### src/rtl/wash_pkg.sv
// Shared definitions for the washing-machine sequencer: state and segment
// encodings, default segment lengths and the per-program segment tables.
package wash_pkg;

    typedef enum logic [2:0] {
        ST_IDLE  = 3'd0,
        ST_RUN_W = 3'd1,
        ST_RUN_R = 3'd2,
        ST_RUN_S = 3'd3,
        ST_PAUSE = 3'd4,
        ST_DONE  = 3'd5
    } state_t;

    typedef enum logic [1:0] {
        SEG_NONE = 2'd0,
        SEG_W    = 2'd1,
        SEG_R    = 2'd2,
        SEG_S    = 2'd3
    } seg_t;

    localparam int DEF_SEG_W_LEN = 12;
    localparam int DEF_SEG_R_LEN = 15;
    localparam int DEF_SEG_S_LEN = 6;
    localparam int DEF_BUZZ_LEN  = 8;

    localparam logic [2:0] MODE_MAX = 3'd5;
    localparam int         MAX_SEGS = 3;

    // Segment list of each program; positions past the end return SEG_NONE.
    function automatic seg_t seg_at(input logic [2:0] m, input logic [1:0] idx);
        seg_t s;
        s = SEG_NONE;
        case (m)
            3'd0: case (idx)
                      2'd0:    s = SEG_W;
                      2'd1:    s = SEG_R;
                      2'd2:    s = SEG_S;
                      default: s = SEG_NONE;
                  endcase
            3'd1: if (idx == 2'd0) s = SEG_W;
            3'd2: case (idx)
                      2'd0:    s = SEG_W;
                      2'd1:    s = SEG_R;
                      default: s = SEG_NONE;
                  endcase
            3'd3: if (idx == 2'd0) s = SEG_R;
            3'd4: case (idx)
                      2'd0:    s = SEG_R;
                      2'd1:    s = SEG_S;
                      default: s = SEG_NONE;
                  endcase
            3'd5: if (idx == 2'd0) s = SEG_S;
            default: s = SEG_NONE;
        endcase
        return s;
    endfunction

    // Program total: sum of the segment lengths in the program's list.
    function automatic logic [5:0] mode_total(input logic [2:0] m,
                                              input logic [4:0] lw,
                                              input logic [4:0] lr,
                                              input logic [4:0] ls);
        logic [5:0] sum;
        sum = 6'd0;
        for (int i = 0; i < MAX_SEGS; i++) begin
            case (seg_at(m, i[1:0]))
                SEG_W:   sum = sum + {1'b0, lw};
                SEG_R:   sum = sum + {1'b0, lr};
                SEG_S:   sum = sum + {1'b0, ls};
                default: sum = sum;
            endcase
        end
        return sum;
    endfunction

endpackage

### src/rtl/wash_seq_ctrl_seg_timer.sv
// Loadable segment down-counter. Load wins over counting; counting stops at 0.
module wash_seg_timer #(
    parameter int W = 5
) (
    input  logic         clk,
    input  logic         rst_n,
    input  logic         load,
    input  logic [W-1:0] load_val,
    input  logic         tick_en,
    input  logic         hold,
    output logic [W-1:0] cnt,
    output logic         last_tick
);

    // Count register: load, else decrement on an un-held tick.
    always_ff @(posedge clk or negedge rst_n) begin
        if (!rst_n)
            cnt <= '0;
        else if (load)
            cnt <= load_val;
        else if (tick_en && !hold && (cnt != '0))
            cnt <= cnt - W'(1);
    end

    assign last_tick = tick_en & ~hold & (cnt == W'(1));

endmodule

### src/rtl/wash_seq_ctrl.sv
// Washing-machine program sequencer: mode selection, segment sequencing,
// pause/resume, actuator decode and end-of-cycle buzzer.
module wash_seq_ctrl
    import wash_pkg::*;
#(
    parameter int SEG_W_LEN = DEF_SEG_W_LEN,
    parameter int SEG_R_LEN = DEF_SEG_R_LEN,
    parameter int SEG_S_LEN = DEF_SEG_S_LEN,
    parameter int BUZZ_LEN  = DEF_BUZZ_LEN
) (
    input  logic       clk,
    input  logic       rst_n,
    input  logic       tick,
    input  logic       mode_btn,
    input  logic       start_btn,
    input  logic       power_on,
    input  logic       door_closed,
    output logic [2:0] mode,
    output logic [2:0] state,
    output logic [5:0] t_total,
    output logic [4:0] t_seg,
    output logic       valve_in,
    output logic       valve_out,
    output logic       motor_wash,
    output logic       motor_rinse,
    output logic       motor_spin,
    output logic       done,
    output logic       buzz
);

    localparam logic [4:0] LEN_W     = SEG_W_LEN[4:0];
    localparam logic [4:0] LEN_R     = SEG_R_LEN[4:0];
    localparam logic [4:0] LEN_S     = SEG_S_LEN[4:0];
    localparam logic [7:0] BUZZ_INIT = BUZZ_LEN[7:0];
    localparam logic [5:0] RST_TOTAL = mode_total(3'd0, LEN_W, LEN_R, LEN_S);

    function automatic logic [4:0] seg_len(input seg_t s);
        case (s)
            SEG_W:   return LEN_W;
            SEG_R:   return LEN_R;
            SEG_S:   return LEN_S;
            default: return 5'd0;
        endcase
    endfunction

    function automatic state_t seg_state(input seg_t s);
        case (s)
            SEG_W:   return ST_RUN_W;
            SEG_R:   return ST_RUN_R;
            SEG_S:   return ST_RUN_S;
            default: return ST_DONE;
        endcase
    endfunction

    state_t     st, st_nx, resume_st, resume_nx;
    logic [1:0] seg_idx, seg_idx_nx;
    logic [2:0] mode_r, mode_nx, mode_inc;
    logic [5:0] tot_r, tot_nx;
    logic       buzz_r, buzz_nx;
    logic [7:0] bcnt, bcnt_nx;
    logic       tload;
    logic [4:0] tload_val;
    logic       last_tick;
    logic       is_run, run_ok;
    seg_t       first_seg, next_seg;
    logic [4:0] cur_len, elapsed;

    assign is_run    = (st == ST_RUN_W) || (st == ST_RUN_R) || (st == ST_RUN_S);
    assign run_ok    = is_run & power_on & door_closed & ~start_btn;
    assign mode_inc  = (mode_r == MODE_MAX) ? 3'd0 : mode_r + 3'd1;
    assign first_seg = seg_at(mode_r, 2'd0);
    assign next_seg  = seg_at(mode_r, seg_idx + 2'd1);

    wash_seg_timer #(.W(5)) u_seg_timer (
        .clk       (clk),
        .rst_n     (rst_n),
        .load      (tload),
        .load_val  (tload_val),
        .tick_en   (tick),
        .hold      (~run_ok),
        .cnt       (t_seg),
        .last_tick (last_tick)
    );

    // Control and program registers.
    always_ff @(posedge clk or negedge rst_n) begin
        if (!rst_n) begin
            st        <= ST_IDLE;
            resume_st <= ST_IDLE;
            seg_idx   <= 2'd0;
            mode_r    <= 3'd0;
            tot_r     <= RST_TOTAL;
            buzz_r    <= 1'b0;
            bcnt      <= 8'd0;
        end else begin
            st        <= st_nx;
            resume_st <= resume_nx;
            seg_idx   <= seg_idx_nx;
            mode_r    <= mode_nx;
            tot_r     <= tot_nx;
            buzz_r    <= buzz_nx;
            bcnt      <= bcnt_nx;
        end
    end

    // Next-state logic; power loss overrides everything else.
    always_comb begin
        st_nx      = st;
        resume_nx  = resume_st;
        seg_idx_nx = seg_idx;
        mode_nx    = mode_r;
        tot_nx     = tot_r;
        buzz_nx    = buzz_r;
        bcnt_nx    = bcnt;
        tload      = 1'b0;
        tload_val  = 5'd0;
        if (!power_on) begin
            st_nx      = ST_IDLE;
            seg_idx_nx = 2'd0;
            tot_nx     = mode_total(mode_r, LEN_W, LEN_R, LEN_S);
            tload      = 1'b1;
            buzz_nx    = 1'b0;
            bcnt_nx    = 8'd0;
        end else begin
            case (st)
                ST_IDLE, ST_DONE: begin
                    if (mode_btn) begin
                        mode_nx = mode_inc;
                        tot_nx  = mode_total(mode_inc, LEN_W, LEN_R, LEN_S);
                        tload   = 1'b1;
                        st_nx   = ST_IDLE;
                        buzz_nx = 1'b0;
                        bcnt_nx = 8'd0;
                    end else if ((st == ST_IDLE) && start_btn && door_closed) begin
                        seg_idx_nx = 2'd0;
                        st_nx      = seg_state(first_seg);
                        tot_nx     = mode_total(mode_r, LEN_W, LEN_R, LEN_S);
                        tload      = 1'b1;
                        tload_val  = seg_len(first_seg);
                    end else if ((st == ST_DONE) && tick && (bcnt != 8'd0)) begin
                        bcnt_nx = bcnt - 8'd1;
                        buzz_nx = (bcnt == 8'd1) ? 1'b0 : ~buzz_r;
                    end
                end
                ST_RUN_W, ST_RUN_R, ST_RUN_S: begin
                    if (start_btn || !door_closed) begin
                        st_nx     = ST_PAUSE;
                        resume_nx = st;
                    end else if (tick) begin
                        tot_nx = (tot_r != 6'd0) ? tot_r - 6'd1 : 6'd0;
                        if (last_tick) begin
                            tload = 1'b1;
                            if (next_seg == SEG_NONE) begin
                                st_nx     = ST_DONE;
                                tload_val = 5'd0;
                                buzz_nx   = 1'b1;
                                bcnt_nx   = BUZZ_INIT;
                            end else begin
                                seg_idx_nx = seg_idx + 2'd1;
                                st_nx      = seg_state(next_seg);
                                tload_val  = seg_len(next_seg);
                            end
                        end
                    end
                end
                ST_PAUSE: begin
                    if (start_btn && door_closed)
                        st_nx = resume_st;
                end
                default: st_nx = ST_IDLE;
            endcase
        end
    end

    // Actuator decode from elapsed time in the current segment.
    always_comb begin
        valve_in    = 1'b0;
        valve_out   = 1'b0;
        motor_wash  = 1'b0;
        motor_rinse = 1'b0;
        motor_spin  = 1'b0;
        case (st)
            ST_RUN_W: cur_len = LEN_W;
            ST_RUN_R: cur_len = LEN_R;
            ST_RUN_S: cur_len = LEN_S;
            default:  cur_len = 5'd0;
        endcase
        elapsed = cur_len - t_seg;
        case (st)
            ST_RUN_W: begin
                if (elapsed < 5'd3) valve_in = 1'b1;
                else                motor_wash = 1'b1;
            end
            ST_RUN_R: begin
                if (elapsed < 5'd3)                           valve_out = 1'b1;
                else if ((elapsed >= 5'd6) && (elapsed < 5'd9)) valve_in = 1'b1;
                else                                          motor_rinse = 1'b1;
            end
            ST_RUN_S: begin
                motor_spin = 1'b1;
                if (elapsed < 5'd3) valve_out = 1'b1;
            end
            default: ;
        endcase
    end

    assign mode    = mode_r;
    assign state   = st;
    assign t_total = tot_r;
    assign done    = (st == ST_DONE);
    assign buzz    = buzz_r;

endmodule

### config.mk
export PLATFORM = sky130hd
export DESIGN_NAME = wash_seq_ctrl
export DESIGN_NICKNAME = d
export VERILOG_FILES = /design/src/rtl/wash_pkg.sv /design/src/rtl/wash_seq_ctrl_seg_timer.sv /design/src/rtl/wash_seq_ctrl.sv
export SDC_FILE = /design/constraint.sdc
export NUM_CORES = 1
export LEC_CHECK = 0
export ABC_AREA = 1
export BUFFER_PORTS_ARGS = -buffer_cell sky130_fd_sc_hd__buf_4
export CAP_MARGIN = 10
export CORE_ASPECT_RATIO = 1.5
export CORE_MARGIN = 3
export CORE_UTILIZATION = 50
export DETAILED_ROUTE_END_ITERATION = 7
export GPL_ROUTABILITY_DRIVEN = 1
export HOLD_SLACK_MARGIN = 0.15
export PLACE_DENSITY_LB_ADDON = 0.05
export SYNTH_ARGS = -nofsm -noshare
export SYNTH_HDL_FRONTEND = slang
export SYNTH_SLANG_ARGS = --single-unit
export TNS_END_PERCENT = 100
### constraint.sdc
create_clock -name clk -period 2.4 [get_ports clk]
set_input_delay 0.36 -clock clk [delete_from_list [all_inputs] [get_ports clk]]
set_output_delay 0.36 -clock clk [all_outputs]
set_load 0.05 [all_outputs]
Yosys cells after proc, flatten, opt, wreduce, memory -nomap -nowiden
Cells that the tools add are included.
{ "word_totals": {"reg_bits": 31, "latch_bits": 0, "ram_bits": 0, "mem_bits_ro": 0, "output_inout_bits": 24, "wordCells": 283, "memories": 0} }
{ "op_classes": {"n_addsub": 24, "mul": 0, "div_mod_pow": 0, "magnitude_cmp": 3, "eq_ne": 66, "shift": 0, "n_mux": 139, "n_bitwise": 7, "reduce_logical": 36} }
{ "ops": {"columns": ["op", "n"], "rows": [
  ["$mux W6", 22],
  ["$pmux W6 S3", 6],
  ["$add A6 B4 Y6 const B", 12],
  ["$pmux W4 S3", 6],
  ["$mux W2", 35],
  ["$mux W8", 8],
  ["$eq A2 B2 Y1 const B", 23],
  ["$add A6 B3 Y6 const B", 6],
  ["$mux W4", 7],
  ["$mux W3", 9],
  ["$pmux W3 S3", 3],
  ["$mux W1", 26],
  ["$eq A2 B1 Y1 const B", 12],
  ["$ne A3 B3 Y1 const B", 8],
  ["$ne A4 B4 Y1 const B", 5],
  ["$pmux W2 S2", 5],
  ["$eq A3 B2 Y1 const B", 6],
  ["$eq A3 B3 Y1 const B", 6],
  ["$pmux W2 S3", 3],
  ["$pmux W8 S2", 1],
  ["$reduce_and A7 Y1", 2],
  ["$pmux W2 S6", 1],
  ["$pmux W6 S2", 1],
  ["$reduce_or A2 Y1", 6],
  ["other kinds (30)", 56]
]} }

Longest topological paths before layout
{ "logic_depth": {"depth_word": 25, "depth_mapped": 17} }

Hierarchy
A second synthesis with hierarchy kept.
{ "unflattened": {"hier_cells": 468, "area_unflattened_um2": 3096.7} }
{ "modules_own_cells": {"columns": ["mod", "instances", "cells_per_inst", "area_each_um2", "seq_area_each_um2"], "rows": [
  ["wash_seq_ctrl", 1, 417, 2731.4, 653.1],
  ["wash_seg_timer", 1, 51, 365.4, 125.1]
]} }

Worst setup path after synthesis
OpenSTA, ideal clock, no wires.
{ "synth_path": {"path_kind": "flip-flop to output port", "from": "register st[1] (netlist: state[1])", "to": "output valve_out", "arrival_ps": 2960, "required_ps": 2040, "slack_ps": -920, "stages_incl_launch_ff": 12, "n_path_buf": 0, "path_cell_list": "dfrtp_1 > inv_2 > nor2_1 > inv_1 > nor2_1 > inv_1 > ha_1 > inv_1 > fa_1 > a21oi_1 > nand3_1 > nor2_1"} }
{ "synth_via": {"elab_chain_cells": 6, "word_cells_on_any_way": 9, "cone_classes": "1 x add/sub; 1 x order compare; 3 x eq/ne; 3 x mux; 1 x reduce/logical"} }
{ "synth_lines": {"columns": ["item", "line", "source"], "rows": [
  ["start: declaration", "wash_seq_ctrl.sv:55", "state_t st, st_nx, resume_st, resume_nx;"],
  ["start signal: assignment", "wash_seq_ctrl.sv:96", "st <= st_nx;"],
  ["$eq A3 B2 Y1 or $eq A3 B1 Y1 (tied branches)", "wash_seq_ctrl.sv:182, wash_seq_ctrl.sv:189", null],
  ["$pmux W4 S3", "wash_seq_ctrl.sv:182", "case (st)"],
  ["$sub A5 B5 Y5", "wash_seq_ctrl.sv:188", "elapsed = cur_len - t_seg;"],
  ["$lt A5 B2 Y1", "wash_seq_ctrl.sv:195, wash_seq_ctrl.sv:201", null],
  ["$mux W1", "wash_seq_ctrl.sv:195, wash_seq_ctrl.sv:201", null],
  ["$mux W1 (*)", null, null],
  ["end: declaration", "wash_seq_ctrl.sv:23", "output logic valve_out,"]
]} }
Mark *: on every way between the ends. The rest lies on a longest branch, timed or not.

Final worst setup path
{ "layout_path": {"from": "register st[1] (netlist: state[1])", "to": "output motor_rinse"} }
{ "layout_via": {"elab_chain_cells": 8, "word_cells_on_any_way": 12, "cone_classes": "1 x add/sub; 3 x order compare; 3 x eq/ne; 4 x mux; 1 x reduce/logical"} }
{ "layout_lines": {"columns": ["item", "line", "source"], "rows": [
  ["$eq A3 B2 Y1, or another cell as far along", "wash_seq_ctrl.sv:182", null],
  ["$pmux W4 S3", "wash_seq_ctrl.sv:182", null],
  ["$sub A5 B5 Y5", "wash_seq_ctrl.sv:188", null],
  ["$ge A5 B3 Y1 or $lt A5 B4 Y1 (tied branches)", "wash_seq_ctrl.sv:196", "else if ((elapsed >= 5'd6) && (elapsed < 5'd9)) valve_in = 1'b1;"],
  ["$logic_and A1 B1 Y1", "wash_seq_ctrl.sv:196", null],
  ["$mux W1", "wash_seq_ctrl.sv:196", null],
  ["$mux W1", "wash_seq_ctrl.sv:195", "if (elapsed < 5'd3) valve_out = 1'b1;"],
  ["$mux W1 (*)", "wash_seq_ctrl.sv:189", "case (st)"],
  ["end: declaration", "wash_seq_ctrl.sv:25", "output logic motor_rinse,"]
]} }
Marks and branches as above.

==> results.txt <==
----------------------------------------------------
[Run status]
  Status ... complete, but fails checks
  Failing checks ... setup timing

[Place]
  Gpl congestion ... 0.909
  Post-place setup slack ... -161 ps
  Detailed placement HPWL ... 6700 um
  Port Buffer Count ... 30

[Setup path]
  Kind of launch point of the worst setup path ... flip-flop
  Worst Setup Path Type ... reg -> out
  Worst path required time ... 2040 ps
  Endpoint type of the worst setup path ... output port
  Critical Path Fanout Max ... 4
  Critical path data arrival time ... 2430 ps

[CTS]
  Clock transition at path regs ... 70 ps
  Number of buffers created by CTS ... 5
  Number of buffers on the longest clock path ... 2
  Root buf cell ... sky130_fd_sc_hd__clkbuf_8
  Maximum level of the CTS H-tree ... 2
  Count of clock tree sinks ... 31
  Clock insertion delay at the later pin of the skew report ... 280 ps
  CTS tree ... done

[Timing]
  Worst-case clock skew ... 4.66 ps
  Final setup viols ... 4
  Hold WS ... 441 ps
  Count of final max-slew check failures ... 0
  Tmin final ... 2790 ps
  Slack of the critical path ... -390 ps
  Achievable frequency ... 358 MHz
  RSZ-0062 raised after global routing ... true
  Relative slew slack ... 69.7%
  Number of hold-slack violations in the final timing report ... 0
  Fin crit share ... 116%
  Slew at the pin closest to its max-slew limit ... 454 ps

[Route]
  Antenna Violating Nets Remaining ... 0
  Number of DRC violations after detailed routing ... 0
  First DRT Iteration DRCs ... 140
  Vias per cell ... 5.36
  Via total after detailed routing ... 3255
  Total length of routed wires ... 8510 um
  TritonRoute pass-1 iters ... 5
  Detail-routed net length per standard cell ... 14.0 um

[Pwr]
  Sequential Power Share ... 15.7%
  Clock network power share ... 7.6%
  Combinational fraction of design power ... 76.7%
  Total Power Consumption ... 5.96 mW
  Cell-internal power ... 2.63 mW
  Switching part of the total ... 55.8%
  Switch Pwr ... 3.33 mW
  Largest vdd supply drop ... 0.651 mV
  Power per Cell Area ... 1540 nW/um^2
  LEAKAGE ... 2.05 nW

[Global routing]
  Global-route congestion overflow total ... 0
  Antenna violations before repair ... 0
  Largest net degree at the start of global routing ... 32
  Global router's overall resource usage ... 24.4%
  Global-route wire length before repair ... 14300 um
  Via count of the first global-routing pass ... 3240

[Die]
  Die footprint ... 7210 sq um
  Boundary Pins ... 31
  Number of rows created at floorplan ... 34
  Die Wd ... 70.3 um
  Vertical die dimension ... 103 um
  CORE AREA ... 5910 sq um
  Initial core utilization ... 52.5%

[Finish]
  Most frequent cells in the layout ... 149 x sky130_fd_sc_hd__nand2_1, 52 x sky130_fd_sc_hd__buf_4, 49 x sky130_fd_sc_hd__inv_1, 49 x sky130_fd_sc_hd__nand3_1, 32 x sky130_fd_sc_hd__nor2_1
  Most common cell after layout, fill and taps aside ... sky130_fd_sc_hd__nand2_1
  Number of inserted diodes ... 0
  Layout Utilization ... 65.4%
  Post-layout net count ... 565
  Area growth syn-to-layout ... 24.5%
  Fraction of final layout cells sized beyond drive strength 1 ... 25.4%

[Job]
  Number of max-cap violations ... 0

[Logic synthesis]
  Post-synth EDFFs ... 0
  #FFs+latches synth ... 31
  Most used flip-flop cell after synthesis ... sky130_fd_sc_hd__dfrtp_1
  Seq/Total Area, Yosys ... 25.1%
  Cell area after synthesis ... 3110 sq um
  Number of instances in the synthesized netlist ... 478
  FFs w/ async S/R, synth ... 100%
  Post-synth net total ... 509
  Yosys warns ... 0
  Number of distinct library cells after synthesis ... 33
  Post-synthesis area per instance ... 6.50 sq um

[Min path]
  Worst Hold Class ... in -> reg

----------------------------------------------------
layout make-up:
type	instances	area [sq um]
multi-input cells	379	2210
repair buffers	57	453
inverters	60	228
clock buffers	8	100
well taps	72	90.1
fillers	551	2050
flip-flops and latches	31	783
cells by family after synthesis:
kind of cell             synth area share [%]
AO/OA/AOI/OAI                            9.03
XOR/XNOR                                 3.38
adder cells (fa/ha/maj)                  9.91
buffers and inverters                    9.15
flip-flops                               25.1
AND/OR/NAND/NOR                          43.5
synth_stat cells (all sizes together), types with 4 or more instances:
cell type	instances	area, sq um
nand2	161	642
inv	60	225
nand3	57	315
nor2	51	268
dfrtp	29	726
o21ai	28	140
ha	23	288
a21oi	19	95.1
nor3	9	45.0
xor2	9	78.8
buf	8	55.1
nand4	6	43.8
nand3b	4	30.0
worst paths after layout:
kind                                        start                              to  slack, ps  cells after the start
min                                      power_on  u_seg_timer.cnt[2]$_DFFE_PN0P_        440                      3
min reg2reg                   bcnt[1]$_DFFE_PN0P_             bcnt[1]$_DFFE_PN0P_        490                      2
max in group asynchronous                   rst_n          t_total[5]$_DFFE_PN1P_       1510                      2
max reg2reg                seg_idx[0]$_DFFE_PN0P_            state[1]$_DFFE_PN0P_         70                     15
min in group asynchronous                   rst_n  u_seg_timer.cnt[1]$_DFFE_PN0P_        540                      2
max                          state[1]$_DFFE_PN0P_                     motor_rinse       -390                     16
power groups by stage:
stage	Sequential, mW	Combinational (mW)	Clock (mW)
final	0.937	4.57	0.454
after global routing	0.966	5.10	0.484
after CTS	0.935	4.47	0.466
after floorplan	1.34	2.77	0
after detailed placement	0.944	4.38	0
after global placement	0.938	4.31	0
sequential cells by signal, indices dropped and copies added (netlist names):
name             cells
bcnt                 8
u_seg_timer.cnt      5
buzz                 1
resume_st            3
t_total              6
state                3
mode                 3
seg_idx              2
metrics by stage:
| step | setup TNS, ps | instance area [sq um] | cells |
|---|---|---|---|
| 6_report | -1320 | 3870 | 607 |
| 5_1_grt | -2090 | 3870 | 607 |
| 4_1_cts | -1370 | 3780 | 604 |
| 3_5_place_dp | -447 | 3650 | 595 |
| 3_3_place_gp | -131 | 3650 | 595 |
| 2_1_floorplan | -996 | 3210 | 478 |
per-layer routing:
layer | vias to the layer above | routed length, um | GRT usage, %
li1 | 1645 | - | -
met5 | - | 0 | 0
met1 | 1532 | 3250 | 26.1
met4 | 0 | 166 | 10.6
met2 | 61 | 4820 | 47.8
met3 | 17 | 277 | 2.73
repair_timing:
action	4_1_cts	5_1_grt
buffers inserted	0	2
resized for setup	7	14
setup endpoints to repair	4	18
hold buffers	1	0
hold endpoints to repair	29	0
gates cloned	0	1
pin swaps	8	8
critical path, cell delays in order (launching register included):
cell and delay, ps:
sky130_fd_sc_hd__dfrtp_2 430, sky130_fd_sc_hd__inv_4 70, sky130_fd_sc_hd__nor2_4 40, sky130_fd_sc_hd__inv_2 60, sky130_fd_sc_hd__nor2_4 40, sky130_fd_sc_hd__inv_2 80, sky130_fd_sc_hd__ha_4 130, sky130_fd_sc_hd__inv_2 40
sky130_fd_sc_hd__fa_2 370, sky130_fd_sc_hd__nand3_2 80, sky130_fd_sc_hd__nand2_2 80, sky130_fd_sc_hd__xor2_4 170, sky130_fd_sc_hd__nand3b_1 110, sky130_fd_sc_hd__nand2_2 70, sky130_fd_sc_hd__buf_4 140, sky130_fd_sc_hd__nor2_4 100
sky130_fd_sc_hd__buf_8 150
(Power assumes the default switching activity.)
